[src/rtl/op_decode_stage_pkg.sv]
// Shared 6502 decode vocabulary: instruction ids (alphabetical mnemonic order),
// addressing modes and the decoded-result record.
package nes6502_pkg;
  localparam int NUM_INST = 56;

  localparam logic [5:0]
    ID_ADC = 6'd0,  ID_AND = 6'd1,  ID_ASL = 6'd2,  ID_BCC = 6'd3,  ID_BCS = 6'd4,  ID_BEQ = 6'd5,
    ID_BIT = 6'd6,  ID_BMI = 6'd7,  ID_BNE = 6'd8,  ID_BPL = 6'd9,  ID_BRK = 6'd10, ID_BVC = 6'd11,
    ID_BVS = 6'd12, ID_CLC = 6'd13, ID_CLD = 6'd14, ID_CLI = 6'd15, ID_CLV = 6'd16, ID_CMP = 6'd17,
    ID_CPX = 6'd18, ID_CPY = 6'd19, ID_DEC = 6'd20, ID_DEX = 6'd21, ID_DEY = 6'd22, ID_EOR = 6'd23,
    ID_INC = 6'd24, ID_INX = 6'd25, ID_INY = 6'd26, ID_JMP = 6'd27, ID_JSR = 6'd28, ID_LDA = 6'd29,
    ID_LDX = 6'd30, ID_LDY = 6'd31, ID_LSR = 6'd32, ID_NOP = 6'd33, ID_ORA = 6'd34, ID_PHA = 6'd35,
    ID_PHP = 6'd36, ID_PLA = 6'd37, ID_PLP = 6'd38, ID_ROL = 6'd39, ID_ROR = 6'd40, ID_RTI = 6'd41,
    ID_RTS = 6'd42, ID_SBC = 6'd43, ID_SEC = 6'd44, ID_SED = 6'd45, ID_SEI = 6'd46, ID_STA = 6'd47,
    ID_STX = 6'd48, ID_STY = 6'd49, ID_TAX = 6'd50, ID_TAY = 6'd51, ID_TSX = 6'd52, ID_TXA = 6'd53,
    ID_TXS = 6'd54, ID_TYA = 6'd55, ID_UNK = 6'd63;

  localparam logic [3:0]
    M_IMP = 4'd0, M_ACC = 4'd1, M_IMM = 4'd2,  M_ZP  = 4'd3,  M_ZPX = 4'd4,  M_ZPY = 4'd5, M_ABS = 4'd6,
    M_ABX = 4'd7, M_ABY = 4'd8, M_IND = 4'd9,  M_IZX = 4'd10, M_IZY = 4'd11, M_REL = 4'd12;

  typedef struct packed {
    logic [5:0] inst_id;
    logic [3:0] mode;
    logic [1:0] len;
    logic       unknown;
  } dec_t;

  // Instruction length follows from the addressing mode alone (BRK decodes as IMP).
  function automatic logic [1:0] mode_len(input logic [3:0] mode);
    case (mode)
      M_IMP, M_ACC:               mode_len = 2'd1;
      M_ABS, M_ABX, M_ABY, M_IND: mode_len = 2'd3;
      default:                    mode_len = 2'd2;
    endcase
  endfunction
endpackage

[src/rtl/op_decode_stage_if.sv]
// Fetch-side opcode channel and execute-side decoded-result channel of the decode stage.
interface op_decode_stage_if;
  import nes6502_pkg::*;

  logic                in_valid;
  logic                in_ready;
  logic [7:0]          in_opcode;
  logic                out_valid;
  logic                out_ready;
  logic [7:0]          out_opcode;
  logic [5:0]          out_inst_id;
  logic [NUM_INST-1:0] out_onehot;
  logic [3:0]          out_mode;
  logic [1:0]          out_len;
  logic                out_unknown;

  modport master (
    output in_valid, in_opcode, out_ready,
    input  in_ready, out_valid, out_opcode, out_inst_id, out_onehot, out_mode, out_len, out_unknown
  );

  modport slave (
    input  in_valid, in_opcode, out_ready,
    output in_ready, out_valid, out_opcode, out_inst_id, out_onehot, out_mode, out_len, out_unknown
  );
endinterface

[src/rtl/op_decode_stage_table.sv]
// Combinational 6502 opcode lookup covering the 151 documented opcodes; anything else is unknown.
module op_decode_table
  import nes6502_pkg::*;
(
  input  logic [7:0] opcode_i,
  output dec_t       dec_o
);
  logic [9:0] r;

  always_comb begin
    r = {ID_UNK, M_IMP};
    case (opcode_i)
      8'h69: r = {ID_ADC, M_IMM}; 8'h65: r = {ID_ADC, M_ZP};  8'h75: r = {ID_ADC, M_ZPX}; 8'h6D: r = {ID_ADC, M_ABS};
      8'h7D: r = {ID_ADC, M_ABX}; 8'h79: r = {ID_ADC, M_ABY}; 8'h61: r = {ID_ADC, M_IZX}; 8'h71: r = {ID_ADC, M_IZY};
      8'h29: r = {ID_AND, M_IMM}; 8'h25: r = {ID_AND, M_ZP};  8'h35: r = {ID_AND, M_ZPX}; 8'h2D: r = {ID_AND, M_ABS};
      8'h3D: r = {ID_AND, M_ABX}; 8'h39: r = {ID_AND, M_ABY}; 8'h21: r = {ID_AND, M_IZX}; 8'h31: r = {ID_AND, M_IZY};
      8'h0A: r = {ID_ASL, M_ACC}; 8'h06: r = {ID_ASL, M_ZP};  8'h16: r = {ID_ASL, M_ZPX}; 8'h0E: r = {ID_ASL, M_ABS};
      8'h1E: r = {ID_ASL, M_ABX};
      8'h90: r = {ID_BCC, M_REL}; 8'hB0: r = {ID_BCS, M_REL}; 8'hF0: r = {ID_BEQ, M_REL}; 8'h30: r = {ID_BMI, M_REL};
      8'hD0: r = {ID_BNE, M_REL}; 8'h10: r = {ID_BPL, M_REL}; 8'h50: r = {ID_BVC, M_REL}; 8'h70: r = {ID_BVS, M_REL};
      8'h24: r = {ID_BIT, M_ZP};  8'h2C: r = {ID_BIT, M_ABS}; 8'h00: r = {ID_BRK, M_IMP};
      8'h18: r = {ID_CLC, M_IMP}; 8'hD8: r = {ID_CLD, M_IMP}; 8'h58: r = {ID_CLI, M_IMP}; 8'hB8: r = {ID_CLV, M_IMP};
      8'hC9: r = {ID_CMP, M_IMM}; 8'hC5: r = {ID_CMP, M_ZP};  8'hD5: r = {ID_CMP, M_ZPX}; 8'hCD: r = {ID_CMP, M_ABS};
      8'hDD: r = {ID_CMP, M_ABX}; 8'hD9: r = {ID_CMP, M_ABY}; 8'hC1: r = {ID_CMP, M_IZX}; 8'hD1: r = {ID_CMP, M_IZY};
      8'hE0: r = {ID_CPX, M_IMM}; 8'hE4: r = {ID_CPX, M_ZP};  8'hEC: r = {ID_CPX, M_ABS};
      8'hC0: r = {ID_CPY, M_IMM}; 8'hC4: r = {ID_CPY, M_ZP};  8'hCC: r = {ID_CPY, M_ABS};
      8'hC6: r = {ID_DEC, M_ZP};  8'hD6: r = {ID_DEC, M_ZPX}; 8'hCE: r = {ID_DEC, M_ABS}; 8'hDE: r = {ID_DEC, M_ABX};
      8'hCA: r = {ID_DEX, M_IMP}; 8'h88: r = {ID_DEY, M_IMP};
      8'h49: r = {ID_EOR, M_IMM}; 8'h45: r = {ID_EOR, M_ZP};  8'h55: r = {ID_EOR, M_ZPX}; 8'h4D: r = {ID_EOR, M_ABS};
      8'h5D: r = {ID_EOR, M_ABX}; 8'h59: r = {ID_EOR, M_ABY}; 8'h41: r = {ID_EOR, M_IZX}; 8'h51: r = {ID_EOR, M_IZY};
      8'hE6: r = {ID_INC, M_ZP};  8'hF6: r = {ID_INC, M_ZPX}; 8'hEE: r = {ID_INC, M_ABS}; 8'hFE: r = {ID_INC, M_ABX};
      8'hE8: r = {ID_INX, M_IMP}; 8'hC8: r = {ID_INY, M_IMP};
      8'h4C: r = {ID_JMP, M_ABS}; 8'h6C: r = {ID_JMP, M_IND}; 8'h20: r = {ID_JSR, M_ABS};
      8'hA9: r = {ID_LDA, M_IMM}; 8'hA5: r = {ID_LDA, M_ZP};  8'hB5: r = {ID_LDA, M_ZPX}; 8'hAD: r = {ID_LDA, M_ABS};
      8'hBD: r = {ID_LDA, M_ABX}; 8'hB9: r = {ID_LDA, M_ABY}; 8'hA1: r = {ID_LDA, M_IZX}; 8'hB1: r = {ID_LDA, M_IZY};
      8'hA2: r = {ID_LDX, M_IMM}; 8'hA6: r = {ID_LDX, M_ZP};  8'hB6: r = {ID_LDX, M_ZPY}; 8'hAE: r = {ID_LDX, M_ABS};
      8'hBE: r = {ID_LDX, M_ABY};
      8'hA0: r = {ID_LDY, M_IMM}; 8'hA4: r = {ID_LDY, M_ZP};  8'hB4: r = {ID_LDY, M_ZPX}; 8'hAC: r = {ID_LDY, M_ABS};
      8'hBC: r = {ID_LDY, M_ABX};
      8'h4A: r = {ID_LSR, M_ACC}; 8'h46: r = {ID_LSR, M_ZP};  8'h56: r = {ID_LSR, M_ZPX}; 8'h4E: r = {ID_LSR, M_ABS};
      8'h5E: r = {ID_LSR, M_ABX}; 8'hEA: r = {ID_NOP, M_IMP};
      8'h09: r = {ID_ORA, M_IMM}; 8'h05: r = {ID_ORA, M_ZP};  8'h15: r = {ID_ORA, M_ZPX}; 8'h0D: r = {ID_ORA, M_ABS};
      8'h1D: r = {ID_ORA, M_ABX}; 8'h19: r = {ID_ORA, M_ABY}; 8'h01: r = {ID_ORA, M_IZX}; 8'h11: r = {ID_ORA, M_IZY};
      8'h48: r = {ID_PHA, M_IMP}; 8'h08: r = {ID_PHP, M_IMP}; 8'h68: r = {ID_PLA, M_IMP}; 8'h28: r = {ID_PLP, M_IMP};
      8'h2A: r = {ID_ROL, M_ACC}; 8'h26: r = {ID_ROL, M_ZP};  8'h36: r = {ID_ROL, M_ZPX}; 8'h2E: r = {ID_ROL, M_ABS};
      8'h3E: r = {ID_ROL, M_ABX};
      8'h6A: r = {ID_ROR, M_ACC}; 8'h66: r = {ID_ROR, M_ZP};  8'h76: r = {ID_ROR, M_ZPX}; 8'h6E: r = {ID_ROR, M_ABS};
      8'h7E: r = {ID_ROR, M_ABX}; 8'h40: r = {ID_RTI, M_IMP}; 8'h60: r = {ID_RTS, M_IMP};
      8'hE9: r = {ID_SBC, M_IMM}; 8'hE5: r = {ID_SBC, M_ZP};  8'hF5: r = {ID_SBC, M_ZPX}; 8'hED: r = {ID_SBC, M_ABS};
      8'hFD: r = {ID_SBC, M_ABX}; 8'hF9: r = {ID_SBC, M_ABY}; 8'hE1: r = {ID_SBC, M_IZX}; 8'hF1: r = {ID_SBC, M_IZY};
      8'h38: r = {ID_SEC, M_IMP}; 8'hF8: r = {ID_SED, M_IMP}; 8'h78: r = {ID_SEI, M_IMP};
      8'h85: r = {ID_STA, M_ZP};  8'h95: r = {ID_STA, M_ZPX}; 8'h8D: r = {ID_STA, M_ABS}; 8'h9D: r = {ID_STA, M_ABX};
      8'h99: r = {ID_STA, M_ABY}; 8'h81: r = {ID_STA, M_IZX}; 8'h91: r = {ID_STA, M_IZY};
      8'h86: r = {ID_STX, M_ZP};  8'h96: r = {ID_STX, M_ZPY}; 8'h8E: r = {ID_STX, M_ABS};
      8'h84: r = {ID_STY, M_ZP};  8'h94: r = {ID_STY, M_ZPX}; 8'h8C: r = {ID_STY, M_ABS};
      8'hAA: r = {ID_TAX, M_IMP}; 8'hA8: r = {ID_TAY, M_IMP}; 8'hBA: r = {ID_TSX, M_IMP}; 8'h8A: r = {ID_TXA, M_IMP};
      8'h9A: r = {ID_TXS, M_IMP}; 8'h98: r = {ID_TYA, M_IMP};
      default: r = {ID_UNK, M_IMP};
    endcase
  end

  assign dec_o.inst_id = r[9:4];
  assign dec_o.mode    = r[3:0];
  assign dec_o.len     = mode_len(r[3:0]);
  assign dec_o.unknown = (r[9:4] == ID_UNK);
endmodule

[src/rtl/op_decode_stage.sv]
// Registered 6502 opcode decode stage between fetch and execute: one-deep output register,
// RUN/HALT control for illegal opcodes and a saturating illegal-opcode counter.
module op_decode_stage
  import nes6502_pkg::*;
#(
  parameter bit HALT_ON_UNKNOWN = 1'b1,
  parameter int CNT_W           = 16
) (
  input  logic             clk,
  input  logic             rst_n,
  op_decode_stage_if.slave bus,
  input  logic             flush,
  input  logic             halt_clr,
  output logic             halted,
  output logic [CNT_W-1:0] unk_count
);
  localparam logic [0:0] ST_RUN  = 1'b0;
  localparam logic [0:0] ST_HALT = 1'b1;

  logic [0:0]          state_q, state_d;
  logic                valid_q, valid_d;
  logic [7:0]          opcode_q, opcode_d;
  dec_t                dec_q, dec_d, tab;
  logic [CNT_W-1:0]    cnt_q, cnt_d;
  logic                in_ready, accept;
  logic [NUM_INST-1:0] onehot;

  op_decode_table u_table (
    .opcode_i (bus.in_opcode),
    .dec_o    (tab)
  );

  assign in_ready = (state_q == ST_RUN) && (!valid_q || bus.out_ready) && !flush;
  assign accept   = bus.in_valid && in_ready;

  // flush has priority: a held result is dropped even if execute is ready for it.
  always_comb begin
    valid_d  = valid_q;
    opcode_d = opcode_q;
    dec_d    = dec_q;
    if (flush) begin
      valid_d = 1'b0;
    end else if (accept) begin
      valid_d  = 1'b1;
      opcode_d = bus.in_opcode;
      dec_d    = tab;
    end else if (bus.out_ready) begin
      valid_d = 1'b0;
    end
  end

  always_comb begin
    state_d = state_q;
    if (state_q == ST_RUN) begin
      if (accept && tab.unknown && HALT_ON_UNKNOWN) state_d = ST_HALT;
    end else if (halt_clr) begin
      state_d = ST_RUN;
    end
  end

  assign cnt_d = (accept && tab.unknown && (cnt_q != '1)) ? cnt_q + CNT_W'(1) : cnt_q;

  always_ff @(posedge clk or negedge rst_n) begin
    if (!rst_n) begin
      state_q  <= ST_RUN;
      valid_q  <= 1'b0;
      opcode_q <= '0;
      dec_q    <= '{inst_id: ID_UNK, mode: M_IMP, len: 2'd0, unknown: 1'b0};
      cnt_q    <= '0;
    end else begin
      state_q  <= state_d;
      valid_q  <= valid_d;
      opcode_q <= opcode_d;
      dec_q    <= dec_d;
      cnt_q    <= cnt_d;
    end
  end

  // ID_UNK lies outside 0..NUM_INST-1, so an unknown opcode yields an all-zero vector.
  always_comb begin
    onehot = '0;
    for (int n = 0; n < NUM_INST; n++) onehot[n] = (dec_q.inst_id == 6'(n));
  end

  assign bus.in_ready    = in_ready;
  assign bus.out_valid   = valid_q;
  assign bus.out_opcode  = opcode_q;
  assign bus.out_inst_id = dec_q.inst_id;
  assign bus.out_onehot  = onehot;
  assign bus.out_mode    = dec_q.mode;
  assign bus.out_len     = dec_q.len;
  assign bus.out_unknown = dec_q.unknown;
  assign halted          = (state_q == ST_HALT);
  assign unk_count       = cnt_q;
endmodule

[src/flat_wrapper.sv]
// flat-port wrapper written by rule: the top's interface ports become plain ports
module op_decode_stage_flat import nes6502_pkg::*;
#(
  parameter bit HALT_ON_UNKNOWN = 1'b1,
  parameter int CNT_W           = 16
)
  (clk, rst_n, flush, halt_clr, halted, unk_count, bus_in_valid, bus_in_opcode, bus_out_ready, bus_in_ready, bus_out_valid, bus_out_opcode, bus_out_inst_id, bus_out_onehot, bus_out_mode, bus_out_len, bus_out_unknown);
  op_decode_stage_if bus_i ();
  input  logic clk;
  input  logic rst_n;
  input  logic flush;
  input  logic halt_clr;
  output logic halted;
  output logic [CNT_W-1:0] unk_count;
  input wire logic [$bits(bus_i.in_valid)-1:0] bus_in_valid;
  input wire logic [$bits(bus_i.in_opcode)-1:0] bus_in_opcode;
  input wire logic [$bits(bus_i.out_ready)-1:0] bus_out_ready;
  output wire logic [$bits(bus_i.in_ready)-1:0] bus_in_ready;
  output wire logic [$bits(bus_i.out_valid)-1:0] bus_out_valid;
  output wire logic [$bits(bus_i.out_opcode)-1:0] bus_out_opcode;
  output wire logic [$bits(bus_i.out_inst_id)-1:0] bus_out_inst_id;
  output wire logic [$bits(bus_i.out_onehot)-1:0] bus_out_onehot;
  output wire logic [$bits(bus_i.out_mode)-1:0] bus_out_mode;
  output wire logic [$bits(bus_i.out_len)-1:0] bus_out_len;
  output wire logic [$bits(bus_i.out_unknown)-1:0] bus_out_unknown;
  assign bus_i.in_valid = bus_in_valid;
  assign bus_i.in_opcode = bus_in_opcode;
  assign bus_i.out_ready = bus_out_ready;
  assign bus_in_ready = bus_i.in_ready;
  assign bus_out_valid = bus_i.out_valid;
  assign bus_out_opcode = bus_i.out_opcode;
  assign bus_out_inst_id = bus_i.out_inst_id;
  assign bus_out_onehot = bus_i.out_onehot;
  assign bus_out_mode = bus_i.out_mode;
  assign bus_out_len = bus_i.out_len;
  assign bus_out_unknown = bus_i.out_unknown;
  op_decode_stage #(.HALT_ON_UNKNOWN(HALT_ON_UNKNOWN), .CNT_W(CNT_W)) u_core (.clk(clk), .rst_n(rst_n), .bus(bus_i), .flush(flush), .halt_clr(halt_clr), .halted(halted), .unk_count(unk_count));
endmodule
[config.mk]
export PLATFORM = sky130hd
export DESIGN_NAME = op_decode_stage_flat
export DESIGN_NICKNAME = d
export VERILOG_FILES = /design/src/rtl/op_decode_stage_pkg.sv /design/src/rtl/op_decode_stage_if.sv /design/src/rtl/op_decode_stage_table.sv /design/src/rtl/op_decode_stage.sv /design/src/flat_wrapper.sv
export SDC_FILE = /design/constraint.sdc
export NUM_CORES = 1
export LEC_CHECK = 0
export BUFFER_PORTS_ARGS = -buffer_cell sky130_fd_sc_hd__buf_2
export CORE_MARGIN = 8
export CORE_UTILIZATION = 45
export CTS_CLUSTER_SIZE = 8
export DETAILED_ROUTE_END_ITERATION = 10
export PLACE_DENSITY_LB_ADDON = 0.08
export SYNTH_ARGS = -nofsm -noshare
export SYNTH_HDL_FRONTEND = slang
export SYNTH_SLANG_ARGS = --single-unit
[constraint.sdc]
create_clock -name clk -period 2.9 [get_ports clk]
set_input_delay 0.435 -clock clk [delete_from_list [all_inputs] [get_ports clk]]
set_output_delay 0.435 -clock clk [all_outputs]
set_load 0.02 [all_outputs]
==> metrics.md <==
| Metric | Value |
|---|---|
| Sequential area share after synthesis | `between 20 and 25%` |
| Status | `complete, no violations` |
| # DRC | `0` |
| VDD IR max | `roughly 0.00023 V` |
| Gp weighted congestion | `about 1.1` |
| Mapped cell area | `4010 µm²` |
| WL/cell | `around 19 µm` |
| Fin cells | `between 800 and 900` |
| Layout cells sized above 1 | `between 30% and 40%` |
| EDFF count, synth | `0` |
| Post-Layout Inst Area | `5530 µm²` |
| Pin count of the biggest net entering global routing | `40` |
| Crit path from | `bus_in_opcode[0]` |
| Tot Pwr | `0.00199 W` |
| Share of power burned in registers | `34.6%` |
| Total nets after synthesis | `between 500 and 600` |
| Via density | `5.87` |
| Final ANT Viol Nets | `0` |
| Via count | `roughly 4900` |
| Hold slack | `around 0.25 ns` |
| Placed cell area | `5350 µm²` |
| Synth Warn # | `0` |
| Final Core Density | `between 60% and 70%` |
| WL met1 | `between 6 and 7 mm` |
| Critical Path RT | `a little over 3 ns` |
| Int Power | `around 0.0011 W` |
| Psw | `~0.00085 W` |
| Overall Global Routing Usage | `about 26%` |
| Worst r2r path cells | `8` |
| Synth Flop Type | `dfrtp_1` |
| Area of the multi-input gates | `~2800 µm²` |
| Top sig layer | `met4` |
| N_diodes | `0` |
| Port-buffer cells | `approximately 110` |
| Met3 routed WL | `1.47 mm` |
| Worst hold path type | `input pin to asynchronous set/reset pin` |
| Yosys top cell by area | `dfrtp_1` |
| Chip width | `~110 µm` |
| Clock Power Share | `between 10% and 20%` |
| CP endpoint kind | `flop` |
| Area growth from synthesis to layout | `37.9%` |
| #FFs+latches synth | `39` |
| Crit path DAT | `approximately 3.0 ns` |
| Combinational share of power | `between 40% and 50%` |
| Worst Skew | `between 0.006 and 0.007 ns` |
| Clk root buf | `clkbuf_8` |
| I/O pin cnt | `110` |
| Core box area | `between 8000 and 9000 µm²` |
| Synth top area share | `20.6%` |
| DR pass1 iterations | `5` |
| Placed instance count | `~830` |
| Wire length of the first global-routing pass | `24.4 mm` |
| Top post-synthesis cells by count | `nor2_1 (89), nand2_1 (75), o21ai_0 (38), dfrtp_1 (33), clkbuf_1 (18)` |
| Initial cell density of the core | `roughly 46%` |
| Clock slew at reported path FFs | `0.08 ns` |
| Seq. cell area | `slightly below 1000 µm²` |
| Dpl hpwl | `approximately 12 mm` |
| CTS tree | `yes` |
| Pin slew with the least headroom to its limit | `around 0.86 ns` |
| Max Cap Viol | `0` |
| Synthesized area per cell | `7.42 µm²` |
| Fin. Hold Viols | `0` |
| Pwr/cell area | `~360 nW/µm²` |
| Grt total ovfl | `0` |
| Critical path type | `input pin to flop` |
| Yosys cell types | `between 70 and 80` |
| Slew HR | `about 42%` |
| Routed length on met2 | `around 7.0 mm` |
| Crit share post-route | `95.7%` |
| CTS H-Tree Depth | `2` |
| Final Max Tran Viols | `0` |
| Cts bufs inserted | `5` |
| Drt total wl | `~16 mm` |
| Crit path time final | `approximately 2.8 ns` |
| Synth Instances | `540` |
| Max clock buf depth | `2` |
| Final setup viols | `0` |
| Asr flop ratio synth | `between 90% and 100%` |
| Most common cell in the netlist | `nor2_1` |
| Synth area leaders | `dfrtp_1 (21%), nor2_1 (8.3%), nand2_1 (7.0%)` |
| Initial antenna violation count | `0` |
| CP max FO | `9` |
| Filler cells | `820` |
| DIE AREA | `around 12000 µm²` |
| Die H | `110 µm` |
| Achievable frequency | `roughly 360 MHz` |
| Total clock sinks | `39` |
| Net Sw Frac | `approximately 43%` |
| Fin nets | `roughly 750` |
| Leak | `2.69 nW` |
| R2R Path Start | `u_core.bus.out_valid$_DFFE_PN0P_` |
| Vias in the first global route | `4660` |
| Drt first-iter violations | `~450` |
| Latest clock arrival within the worst-skew pair | `0.29 ns` |
| CP startpoint kind | `input pin` |
| Core Rows | `34` |
## cell type report
class,count,share of cell area (%)
Clock inverter,2,0.226
Clock buffer,6,1.31
Sequential cell,39,17.8
Inverter,10,0.724
Timing Repair Buffer,231,27.0
Multi-Input combinational cell,441,50.5
Tap cell,108,2.44
## worst max-delay path: stages
cell	delay [ns]
buf_2	0.14
inv_2	0.10
ha_2	0.31
and2_2	0.24
nor2_4	0.12
a221o_1	0.17
a311oi_2	0.14
a2111oi_4	0.43
nand4_4	0.18
buf_12	0.19
nor3_4	0.13
mux2_2	0.35
## flip-flops by register name, indices dropped and copies added, names as in the netlist
name	count
u_core.bus.out_mode	4
u_core.halted	1
u_core.bus.out_unknown	1
u_core.bus.out_valid	1
u_core.bus.out_inst_id	6
u_core.bus.out_len	2
u_core.bus.out_opcode	8
u_core.unk_count	16
## routing by layer
| metal | vias to the layer above | GRT usage (%) |
|---|---|---|
| li1 | 2318 | - |
| met1 | 2270 | 32.6 |
| met2 | 267 | 39.6 |
| met3 | 57 | 5.06 |
| met4 | 0 | 14.4 |
| met5 | - | 0 |
## power by group through the flow
| stage | combinational (W) | sequential, W | clock (W) |
|---|---|---|---|
| final | 0.000945 | 0.000689 | 0.000358 |
| after global placement | 0.000921 | 0.000695 | 0 |
| after floorplan | 0.000490 | 0.000769 | 0 |
| after global routing | 0.00102 | 0.000700 | 0.000400 |
| after CTS | 0.000930 | 0.000690 | 0.000372 |
| after detailed placement | 0.000926 | 0.000700 | 0 |
## layout by cell type, fill, tap and decap left out, types with 5 or more instances in the layout
master	netlist	layout
a21oi_1	15	15
mux2i_1	6	6
and3_1	8	8
nor3b_1	5	5
a31oi_1	10	9
nand2b_1	12	12
dfstp_2	6	6
a211oi_1	6	6
nor2_1	89	88
inv_1	10	8
dfrtp_1	33	33
nand3_1	17	17
o22ai_1	7	7
o211ai_1	5	5
o31ai_1	8	7
and2_1	6	5
xor2_1	13	13
buf_4	4	119
nor3_2	0	5
nor3_1	12	6
ha_1	9	6
nor2b_1	13	13
nand2_1	75	75
buf_2	14	108
clkbuf_8	0	5
o21ai_0	38	36
## cells by family (layout without fill, tap and decap cells)
| family | Yosys count | after routing | synth area share [%] |
|---|---|---|---|
| compound gates | 143 | 143 | 26.0 |
| xor+xnor | 15 | 15 | 3.28 |
| fa+ha+maj | 9 | 9 | 2.81 |
| buf+inv | 60 | 249 | 8.49 |
| flops | 39 | 39 | 24.5 |
| mux | 11 | 11 | 2.96 |
| simple gates | 263 | 263 | 31.9 |
## final timing paths
path,endpoint,slack [ns]
max,u_core.unk_count[1]$_DFFE_PN0P_,0.12
min,u_core.bus.out_opcode[5]$_DFFE_PN0P_,0.25
max reg2reg,u_core.unk_count[1]$_DFFE_PN0P_,0.56
min reg2reg,u_core.bus.out_mode[2]$_DFFE_PN0P_,0.47
max in group asynchronous,u_core.unk_count[5]$_DFFE_PN0P_,2.10
min in group clk,u_core.halted$_DFF_PN0_,0.33
## stage by stage
stage / worst slack, ns / setup TNS, ns
after floorplan: -0.00283 / -0.00849
after global placement: -0.321 / -3.70
after detailed placement: -0.397 / -4.34
after CTS: 0.0601 / 0
after global routing: -0.000177 / -0.000177
final: 0.124 / 0
## what timing repair did
| item | 4_1_cts | 5_1_grt |
|---|---|---|
| cloned | 0 | 0 |
| hold buffers | 0 | 0 |
| setup endpoints to repair | 2 | 15 |
| resized for setup | 1 | 16 |
| buffers inserted | 2 | 0 |
| pin swaps | 1 | 3 |
No activity file was read; power rests on OpenSTA's default activity.
